<file path="config.mk">
export PLATFORM = sky130hd
export DESIGN_NAME = conv_pass_scheduler_flat
export DESIGN_NICKNAME = d
export VERILOG_FILES = /design/src/rtl/conv_pass_scheduler_if.sv /design/src/rtl/conv_pass_scheduler.sv /design/src/flat_wrapper.sv
export SDC_FILE = /design/constraint.sdc
export NUM_CORES = 1
export LEC_CHECK = 0
export BUFFER_PORTS_ARGS = -buffer_cell sky130_fd_sc_hd__buf_4
export CORE_UTILIZATION = 46
export CTS_CLUSTER_DIAMETER = 80
export DETAILED_ROUTE_END_ITERATION = 12
export GPL_TIMING_DRIVEN = 1
export PLACE_DENSITY_LB_ADDON = 0.12
export SYNTH_ARGS = -nofsm -noshare
export SYNTH_HDL_FRONTEND = slang
export SYNTH_SLANG_ARGS = --single-unit
</file>
<file path="constraint.sdc">
create_clock -name i_clk -period 1.6 [get_ports i_clk]
set_clock_uncertainty 0.1 [all_clocks]
set_input_delay 0.32 -clock i_clk [delete_from_list [all_inputs] [get_ports i_clk]]
set_output_delay 0.32 -clock i_clk [all_outputs]
set_load 0.01 [all_outputs]
</file>
<file path="src/rtl/conv_pass_scheduler_if.sv">
// Handshake bundle shared by conv_pass_scheduler, the convolution engine and the downstream sink.
interface conv_pass_scheduler_if #(
  parameter int unsigned IDX_W = 4
);
  logic             start;
  logic             abort;
  logic             conv_finished;
  logic             out_ready;
  logic             conv_enable;
  logic             conv_reply;
  logic [IDX_W-1:0] kernel_sel;
  logic             out_valid;
  logic [IDX_W-1:0] out_pass_idx;
  logic             busy;
  logic             layer_done;
  logic             error;

  modport slave (
    input  start, abort, conv_finished, out_ready,
    output conv_enable, conv_reply, kernel_sel, out_valid, out_pass_idx, busy, layer_done, error
  );

  modport master (
    output start, abort, conv_finished, out_ready,
    input  conv_enable, conv_reply, kernel_sel, out_valid, out_pass_idx, busy, layer_done, error
  );
endinterface

</file>
<file path="src/rtl/conv_pass_scheduler.sv">
// Sequences NUM_PASSES kernel-pair passes of a conv engine per layer, with output handshake.
// Optional RUN watchdog enabled by defining CONV_SCHED_TIMEOUT_EN.
module conv_pass_scheduler #(
  parameter int unsigned NUM_PASSES     = 2,
  parameter int unsigned IDX_W          = 4,
  parameter int unsigned TIMEOUT_CYCLES = 1024
) (
  input logic                  i_clk,
  input logic                  i_reset,
  conv_pass_scheduler_if.slave bus
);

  if (NUM_PASSES < 1 || NUM_PASSES > 16 || NUM_PASSES > (1 << IDX_W) || TIMEOUT_CYCLES < 1)
  begin : g_param_check
    $error("conv_pass_scheduler: illegal parameter combination");
  end

  typedef enum logic [2:0] {StIdle, StLoad, StRun, StHold, StAck, StDone, StErr} state_e;

  localparam logic [IDX_W-1:0] LastIdx = IDX_W'(NUM_PASSES - 1);

  state_e           r_state_q, w_state_d;
  logic [IDX_W-1:0] r_idx_q, w_idx_d;
  logic             w_timeout;

  logic             w_conv_enable, w_conv_reply, w_out_valid, w_busy, w_layer_done, w_error;
  logic [IDX_W-1:0] w_kernel_sel, w_out_pass_idx;
  logic             r_conv_enable, r_conv_reply, r_out_valid, r_busy, r_layer_done;
  logic [IDX_W-1:0] r_kernel_sel, r_out_pass_idx;

`ifdef CONV_SCHED_TIMEOUT_EN
  localparam int unsigned CntW = (TIMEOUT_CYCLES > 1) ? $clog2(TIMEOUT_CYCLES) : 1;

  logic [CntW-1:0] r_cnt_q, w_cnt_d;
  logic            r_error;

  assign w_timeout = (32'(r_cnt_q) == TIMEOUT_CYCLES - 1);

  // Counter only survives consecutive RUN cycles, so it is zero on every RUN entry.
  always_comb begin
    w_cnt_d = '0;
    if (r_state_q == StRun && w_state_d == StRun) w_cnt_d = r_cnt_q + CntW'(1);
  end

  always_ff @(posedge i_clk) begin
    if (!i_reset) begin
      r_cnt_q <= '0;
      r_error <= 1'b0;
    end else begin
      r_cnt_q <= w_cnt_d;
      r_error <= w_error;
    end
  end

  assign bus.error = r_error;
`else
  assign w_timeout = 1'b0;
  assign bus.error = 1'b0;
`endif

  always_comb begin
    w_state_d = r_state_q;
    w_idx_d   = r_idx_q;
    if (bus.abort) begin
      w_state_d = StIdle;
      w_idx_d   = '0;
    end else begin
      case (r_state_q)
        StIdle, StErr: begin
          if (bus.start) begin
            w_state_d = StLoad;
            w_idx_d   = '0;
          end
        end
        StLoad: w_state_d = StRun;
        StRun: begin
          if (bus.conv_finished) w_state_d = StHold;
          else if (w_timeout)    w_state_d = StErr;
        end
        StHold: begin
          if (bus.out_ready) w_state_d = StAck;
        end
        StAck: begin
          if (r_idx_q == LastIdx) begin
            w_state_d = StDone;
          end else begin
            w_state_d = StLoad;
            w_idx_d   = r_idx_q + IDX_W'(1);
          end
        end
        StDone:  w_state_d = StIdle;
        default: w_state_d = StIdle;
      endcase
    end

    // Outputs decoded from the next state, then registered below.
    w_conv_enable  = (w_state_d == StRun);
    w_conv_reply   = (w_state_d == StAck);
    w_out_valid    = (w_state_d == StHold);
    w_layer_done   = (w_state_d == StDone);
    w_error        = (w_state_d == StErr);
    w_busy         = (w_state_d != StIdle) && (w_state_d != StErr);
    w_kernel_sel   = '0;
    w_out_pass_idx = '0;
    if (w_state_d inside {StLoad, StRun, StHold, StAck}) w_kernel_sel = w_idx_d;
    if (w_state_d == StHold) w_out_pass_idx = w_idx_d;
  end

  always_ff @(posedge i_clk) begin
    if (!i_reset) begin
      r_state_q      <= StIdle;
      r_idx_q        <= '0;
      r_conv_enable  <= 1'b0;
      r_conv_reply   <= 1'b0;
      r_kernel_sel   <= '0;
      r_out_valid    <= 1'b0;
      r_out_pass_idx <= '0;
      r_busy         <= 1'b0;
      r_layer_done   <= 1'b0;
    end else begin
      r_state_q      <= w_state_d;
      r_idx_q        <= w_idx_d;
      r_conv_enable  <= w_conv_enable;
      r_conv_reply   <= w_conv_reply;
      r_kernel_sel   <= w_kernel_sel;
      r_out_valid    <= w_out_valid;
      r_out_pass_idx <= w_out_pass_idx;
      r_busy         <= w_busy;
      r_layer_done   <= w_layer_done;
    end
  end

`ifndef CONV_SCHED_TIMEOUT_EN
  logic w_unused;
  assign w_unused = w_error;
`endif

  assign bus.conv_enable  = r_conv_enable;
  assign bus.conv_reply   = r_conv_reply;
  assign bus.kernel_sel   = r_kernel_sel;
  assign bus.out_valid    = r_out_valid;
  assign bus.out_pass_idx = r_out_pass_idx;
  assign bus.busy         = r_busy;
  assign bus.layer_done   = r_layer_done;

endmodule

</file>
<file path="src/flat_wrapper.sv">
// flat-port wrapper written by rule: the top's interface ports become plain ports
module conv_pass_scheduler_flat 
#(
  parameter int unsigned NUM_PASSES     = 2,
  parameter int unsigned IDX_W          = 4,
  parameter int unsigned TIMEOUT_CYCLES = 1024
)
  (i_clk, i_reset, bus_start, bus_abort, bus_conv_finished, bus_out_ready, bus_conv_enable, bus_conv_reply, bus_kernel_sel, bus_out_valid, bus_out_pass_idx, bus_busy, bus_layer_done, bus_error);
  conv_pass_scheduler_if #(.IDX_W(IDX_W)) bus_i ();
  input logic i_clk;
  input logic i_reset;
  input wire logic [$bits(bus_i.start)-1:0] bus_start;
  input wire logic [$bits(bus_i.abort)-1:0] bus_abort;
  input wire logic [$bits(bus_i.conv_finished)-1:0] bus_conv_finished;
  input wire logic [$bits(bus_i.out_ready)-1:0] bus_out_ready;
  output wire logic [$bits(bus_i.conv_enable)-1:0] bus_conv_enable;
  output wire logic [$bits(bus_i.conv_reply)-1:0] bus_conv_reply;
  output wire logic [$bits(bus_i.kernel_sel)-1:0] bus_kernel_sel;
  output wire logic [$bits(bus_i.out_valid)-1:0] bus_out_valid;
  output wire logic [$bits(bus_i.out_pass_idx)-1:0] bus_out_pass_idx;
  output wire logic [$bits(bus_i.busy)-1:0] bus_busy;
  output wire logic [$bits(bus_i.layer_done)-1:0] bus_layer_done;
  output wire logic [$bits(bus_i.error)-1:0] bus_error;
  assign bus_i.start = bus_start;
  assign bus_i.abort = bus_abort;
  assign bus_i.conv_finished = bus_conv_finished;
  assign bus_i.out_ready = bus_out_ready;
  assign bus_conv_enable = bus_i.conv_enable;
  assign bus_conv_reply = bus_i.conv_reply;
  assign bus_kernel_sel = bus_i.kernel_sel;
  assign bus_out_valid = bus_i.out_valid;
  assign bus_out_pass_idx = bus_i.out_pass_idx;
  assign bus_busy = bus_i.busy;
  assign bus_layer_done = bus_i.layer_done;
  assign bus_error = bus_i.error;
  conv_pass_scheduler #(.NUM_PASSES(NUM_PASSES), .IDX_W(IDX_W), .TIMEOUT_CYCLES(TIMEOUT_CYCLES)) u_core (.i_clk(i_clk), .i_reset(i_reset), .bus(bus_i));
endmodule
</file>
# Word-level counts from Yosys, hierarchy flattened
# Cells that the tools add are included.
[op_classes]
n_mux = 10
n_eq_ne = 12
reduce_logical = 7
add_sub_neg = 1
[op_table]
columns = ["operator", "count"]
rows = [
  ["3-bit 2-to-1 mux", 5],
  ["3-bit one-hot mux with 5 select lines", 1],
  ["3-bit by 2-bit equality test with 1-bit output (second input constant)", 4],
  ["3-bit equality test (second input constant)", 4],
  ["4-bit 2-to-1 mux", 3],
  ["4-bit one-hot mux with 2 select lines", 1],
  ["3-bit by 1-bit equality test with 1-bit output (second input constant)", 2],
  ["4-bit by 1-bit adder with 4-bit output (second input constant)", 1],
  ["4-bit by 1-bit equality test with 1-bit output (second input constant)", 1],
  ["2-bit AND reduction", 2],
  ["4-bit nonzero test", 1],
  ["3-bit zero test", 1],
  ["3-bit != test (second input constant)", 1],
  ["3-bit nonzero test", 1],
  ["2-bit OR reduction", 1],
  ["1-bit logical AND", 1],
]
[totals]
output_inout_bits = 14
regBits = 20

# Depth between registers and ports, before layout
[depth]
ltp_word = 7
ltp_mapped = 7

# Worst setup path before layout
# No wires, ideal clock.
[synth_timing]
path_kind = "register to register"
from = "register u_core.r_idx_q[0]"
to = "register u_core.r_busy (netlist: u_core.bus.busy)"
stages_incl_launch_ff = 7
arrival_time_ns = 1.595
path_buffers = 0
synth_period_minus_slack_ns = 1.765
setup_slack_ns = -0.165
cell_sequence = "dfxtp_1 > ha_1 > nor3b_2 > nand3_1 > and2_1 > a211o_1 > a21boi_1"
[synth_between]
elab_chain_cells = 6
elab_cells_between_ends = 7
classes_between = "eq/ne: 2; mux: 3; reduce/logical: 2"
[synth_lines]
columns = ["item", "line", "text"]
rows = [
  ["start: declaration", "conv_pass_scheduler.sv:23", "logic [IDX_W-1:0] r_idx_q, w_idx_d;"],
  ["start signal: assignment", "conv_pass_scheduler.sv:122", "r_idx_q <= w_idx_d;"],
  ["4-bit by 1-bit equality test with 1-bit output *", "conv_pass_scheduler.sv:84", "if (r_idx_q == LastIdx) begin"],
  ["3-bit 2-to-1 mux *", "conv_pass_scheduler.sv:84", ""],
  ["3-bit one-hot mux with 5 select lines *", "conv_pass_scheduler.sv:68", "case (r_state_q)"],
  ["3-bit 2-to-1 mux *", "conv_pass_scheduler.sv:64", "if (bus.abort) begin"],
  ["3-bit != test or 3-bit nonzero test (tied branches)", "conv_pass_scheduler.sv:102", "w_busy = (w_state_d != StIdle) && (w_state_d != StErr);"],
  ["1-bit logical AND *", "conv_pass_scheduler.sv:102", ""],
  ["end signal: assignment", "conv_pass_scheduler.sv:128", "r_busy <= w_busy;"],
  ["end: declaration", "conv_pass_scheduler.sv:28", "logic r_conv_enable, r_conv_reply, r_out_valid, r_busy, r_layer_done;"],
]
# Mark *: on every way between the ends. The rest lies on a longest branch, timed or not.
# A chain may end at the register's enable or synchronous reset.

# Worst setup path in the final report
[layout_timing]
from = "register u_core.r_state_q[0]"
to = "register u_core.r_busy (netlist: u_core.bus.busy)"
[layout_between]
elab_chain_cells = 6
elab_cells_between_ends = 15
classes_between = "eq/ne: 6; mux: 5; reduce/logical: 4"
[layout_lines]
columns = ["item", "line", "text"]
rows = [
  ["start: declaration", "conv_pass_scheduler.sv:22", "state_e r_state_q, w_state_d;"],
  ["start signal: assignment", "conv_pass_scheduler.sv:111", "r_state_q <= StIdle;"],
  ["start signal: assignment", "conv_pass_scheduler.sv:121", "r_state_q <= w_state_d;"],
  ["3-bit equality test or 3-bit zero test (tied branches)", "conv_pass_scheduler.sv:68", ""],
  ["2-bit OR reduction", "conv_pass_scheduler.sv:68", ""],
  ["3-bit one-hot mux with 5 select lines *", "conv_pass_scheduler.sv:68", ""],
  ["3-bit 2-to-1 mux *", "conv_pass_scheduler.sv:64", ""],
  ["3-bit != test or 3-bit nonzero test (tied branches)", "conv_pass_scheduler.sv:102", ""],
  ["1-bit logical AND *", "conv_pass_scheduler.sv:102", ""],
]
# Marked as above.

==> key figures <==
Power
  • Internal Dissipation: 0.8066 mW
  • PD cells: 665.8 nW/um2
  • Sequential Power Share: approximately 48%
  • Peak supply drop: between 0.4 and 0.5 mV
  • Combinational Power Share: about 11%
  • Leakage power: 0.6589 nW
  • Part of the power in the clock network: 41.1%
  • Switching portion of total power: 23.09%
  • Switching Power: ~0.24 mW

Route
  • 1st-pass router iterations: 4
  • Final ANT Viol Nets: 0
  • # DRC: 0
  • DRT iter0 DRCs: 54
  • Average wire length per cell after detail routing: 19.34 um
  • Total vias in the final route: 1003
  • Via density per instance: around 5.7
  • Total length of routed wires: 3385 um

Timing
  • Final hold violations: 0
  • Shortest clock period the worst path allows after layout: between 1.5 and 2 ns
  • Final worst hold slack: 0.1475 ns
  • Final setup violating endpoints: 16
  • Post-route clock period utilization: 108.6%
  • Slew Viols, Final: 0
  • RSZ-0062 raised after global routing: true
  • Total negative slack: -1.010 ns
  • Max Clk Rate: 575.4 MHz
  • Final worst setup slack: -0.1379 ns

Global route
  • Maximum number of pins on one net before global-route repair: 13
  • First-pass GRT wire length: 4243 um
  • Overflow left after global routing: 0
  • Number of antenna violations at the first check in global routing: 0
  • GRT Resource Usage Total: 29.74%
  • Number of global-route vias before repair: 908

Critical path
  • Endpoint arrival time on the critical path: roughly 1.9 ns
  • Crit path launch: u_core.r_state_q[0]$_SDFF_PN0_
  • Sort of element at the end of the critical path: flip-flop
  • Startpoint kind of the worst setup timing path: flip-flop
  • Reg-to-reg critical path startpoint: u_core.r_state_q[0]$_SDFF_PN0_
  • Maximum fanout along the worst path: 6
  • Data required time at the worst endpoint: 1.77 ns
  • Path type of the worst setup path: flip-flop to flip-flop

Clocking
  • Maximum count of clock buffers along a single path: 2
  • Num Clock Sinks: 20
  • CTS H-tree depth: 1
  • Clock latency on the worst-skew pair: 0.32 ns
  • Total clock buffers created by CTS: 3
  • Clock transition time at the flip-flop clock pins of the worst setup and hold paths: about 0.13 ns
  • TritonCTS clock tree: yes
  • Cell at the root of the clock tree: sky130_fd_sc_hd__clkbuf_4

Yosys
  • Synth Area in Simple Gates: between 30% and 40%
  • Fraction of synthesis flops using an asynchronous set or reset pin: 0%
  • Xor and xnor area share after synthesis: 0%
  • List of most frequent post-synthesis cells: sky130_fd_sc_hd__dfxtp_1, sky130_fd_sc_hd__nor2_1, sky130_fd_sc_hd__and2_1
  • Complex-gate fraction of the synthesized area: 14.94%
  • Arithmetic-cell share of the synthesized area counting full adders, half adders and majority gates: 2.766%
  • Count of different cell masters after synthesis: 36
  • Syn nets: 104
  • Most repeated cell in the gate-level netlist after synthesis: sky130_fd_sc_hd__dfxtp_1
  • Number of synthesized flops with an enable pin: 0
  • Post-Synthesis Mean Instance Area: 9.423 um2
  • Top cell type's share of synthesized area: about 44%
  • Predominant post-synthesis flop cell: sky130_fd_sc_hd__dfxtp_1
  • Synth Register Bits: 20
  • Mux cell area share after synthesis: 0%
  • Synth Cell Area: 904.6 um2
  • Leading area contributor after synthesis: sky130_fd_sc_hd__dfxtp_1
  • Sequential share of the synthesized area: 44.26%
  • Synthesis warning total: 0
  • Cell types occupying the most area after synthesis: sky130_fd_sc_hd__dfxtp_1, sky130_fd_sc_hd__nor2_1, sky130_fd_sc_hd__and2_1, sky130_fd_sc_hd__nor2b_1, sky130_fd_sc_hd__a2111oi_4
  • Post-Synthesis Cells: 96
  • Combinational family with the most area after synthesis: simple AND/OR/NAND/NOR gates

Floorplanning
  • Effective utilization at floorplan: between 50% and 60%
  • Number of cell rows: 15
  • Die W: 46.35 um
  • Area inside the core boundary: approximately 1800 um2
  • Chip height: 46.35 um
  • Area of the die: 2148 um2
  • Number of I/O pins: 20

Final layout
  • Filler Cell Count: 71
  • Layout cell share with drive strength beyond 1: around 61%
  • Nets: 159
  • Non-Filler Cell Area, Final: between 1500 and 2000 um2
  • Layout area overhead: 74.14%
  • Final design utilization: 88.35%
  • Antenna Diode Count: 0

Status
  • Status: finished with violations
  • Failing checks: setup timing

Placement
  • Area after detailed placement: 1232 um2
  • IO buf count: 18
  • Global placement routability congestion: 0.9422
  • HPWL reported at the end of detailed placement: around 1600 um

Worst hold path
  • Class of the tightest hold or removal check: input pin to flip-flop
  • Launch point of the worst hold path: i_reset

Flow run
  • Max Cap Violations: 0
## worst max-delay path, cell delays in order (launching register included)
cell and delay, ns:
sky130_fd_sc_hd__dfxtp_4 0.42, sky130_fd_sc_hd__buf_6 0.12, sky130_fd_sc_hd__or2b_1 0.27, sky130_fd_sc_hd__a21oi_4 0.23
sky130_fd_sc_hd__nor2_2 0.08, sky130_fd_sc_hd__a211o_1 0.35, sky130_fd_sc_hd__a21boi_1 0.14
## kinds of logic after synthesis
kind of cell | count (synthesis)
DFF | 20
and+or+nand+nor | 51
AOI/OAI and AO/OA | 17
buffers and inverters | 5
adders and majority gates | 2
other | 1
## power by group through the flow
stage / Sequential (mW) / Clock (mW) / Combinational, mW
2_1_floorplan: 0.517 / 0 / 0.0392
3_3_place_gp: 0.517 / 0 / 0.0799
3_5_place_dp: 0.517 / 0 / 0.0816
4_1_cts: 0.504 / 0.423 / 0.0956
5_1_grt: 0.504 / 0.455 / 0.119
6_report: 0.503 / 0.432 / 0.114
## layout by cell type, fill, tap and decap left out, types with 2 or more instances in the layout
cell	n
sky130_fd_sc_hd__a21oi_4	2
sky130_fd_sc_hd__a31oi_4	2
sky130_fd_sc_hd__nand2_1	5
sky130_fd_sc_hd__nand3_1	3
sky130_fd_sc_hd__nor2_2	4
sky130_fd_sc_hd__nand2b_1	4
sky130_fd_sc_hd__dfxtp_4	3
sky130_fd_sc_hd__nor2b_1	4
sky130_fd_sc_hd__dfxtp_1	15
sky130_fd_sc_hd__clkbuf_4	3
sky130_fd_sc_hd__nor3_1	2
sky130_fd_sc_hd__buf_4	44
sky130_fd_sc_hd__and2_1	6
sky130_fd_sc_hd__nor2_1	7
sky130_fd_sc_hd__dfxtp_2	2
sky130_fd_sc_hd__buf_6	9
sky130_fd_sc_hd__nor2_4	2
## flip-flops by register name, indices dropped and copies added (netlist names)
register / count
u_core.bus.kernel_sel: 4
u_core.bus.out_pass_idx: 4
u_core.r_idx_q: 4
u_core.r_state_q: 3
u_core.bus.busy: 1
u_core.bus.conv_enable: 1
u_core.bus.conv_reply: 1
u_core.bus.layer_done: 1
u_core.bus.out_valid: 1
## final cells by class
class | count | area (um2) | share of cell area [%]
clock buffer | 3 | 22.52 | 1.430
clock inverter | 1 | 30.03 | 1.906
inverter | 2 | 7.507 | 0.4766
multi-input combinational | 71 | 638.1 | 40.51
sequential | 20 | 414.1 | 26.29
tap | 25 | 31.28 | 1.986
timing repair buffer | 53 | 431.7 | 27.40
## per-layer routing
layer / track usage [%] / share of wire (%) / wire length [um]
met4: 19.41 / 3.1 / 104
met3: 3.922 / 8.2 / 279
met5: 0 / 0 / 0
met2: 51.11 / 51 / 1739
met1: 33.73 / 37 / 1262
## timing repair
action	4_1_cts	5_1_grt
setup buffers	11	2
gates resized for setup	22	24
setup endpoints to repair	13	17
hold buffers	0	0
pin swaps	3	10
## final timing paths
path | slack (ns) | to | depth (start not counted)
min | 0.15 | u_core.r_state_q[1]$_SDFF_PN0_ | 2
max | -0.14 | u_core.bus.busy$_SDFF_PN0_ | 6
min reg2reg | 0.63 | u_core.r_idx_q[2]$_SDFF_PN0_ | 2
max reg2reg | -0.14 | u_core.bus.busy$_SDFF_PN0_ | 6
## metrics by stage
stage	instances	setup slack, ns	total power [mW]
5_1_grt	175	-0.1959	1.078
3_5_place_dp	159	-0.2131	0.5990
4_1_cts	174	-0.07569	1.022
2_1_floorplan	96	-0.01522	0.5558
6_report	175	-0.1379	1.049
3_3_place_gp	159	-0.1826	0.5971
No activity file was read; power rests on OpenSTA's default activity.
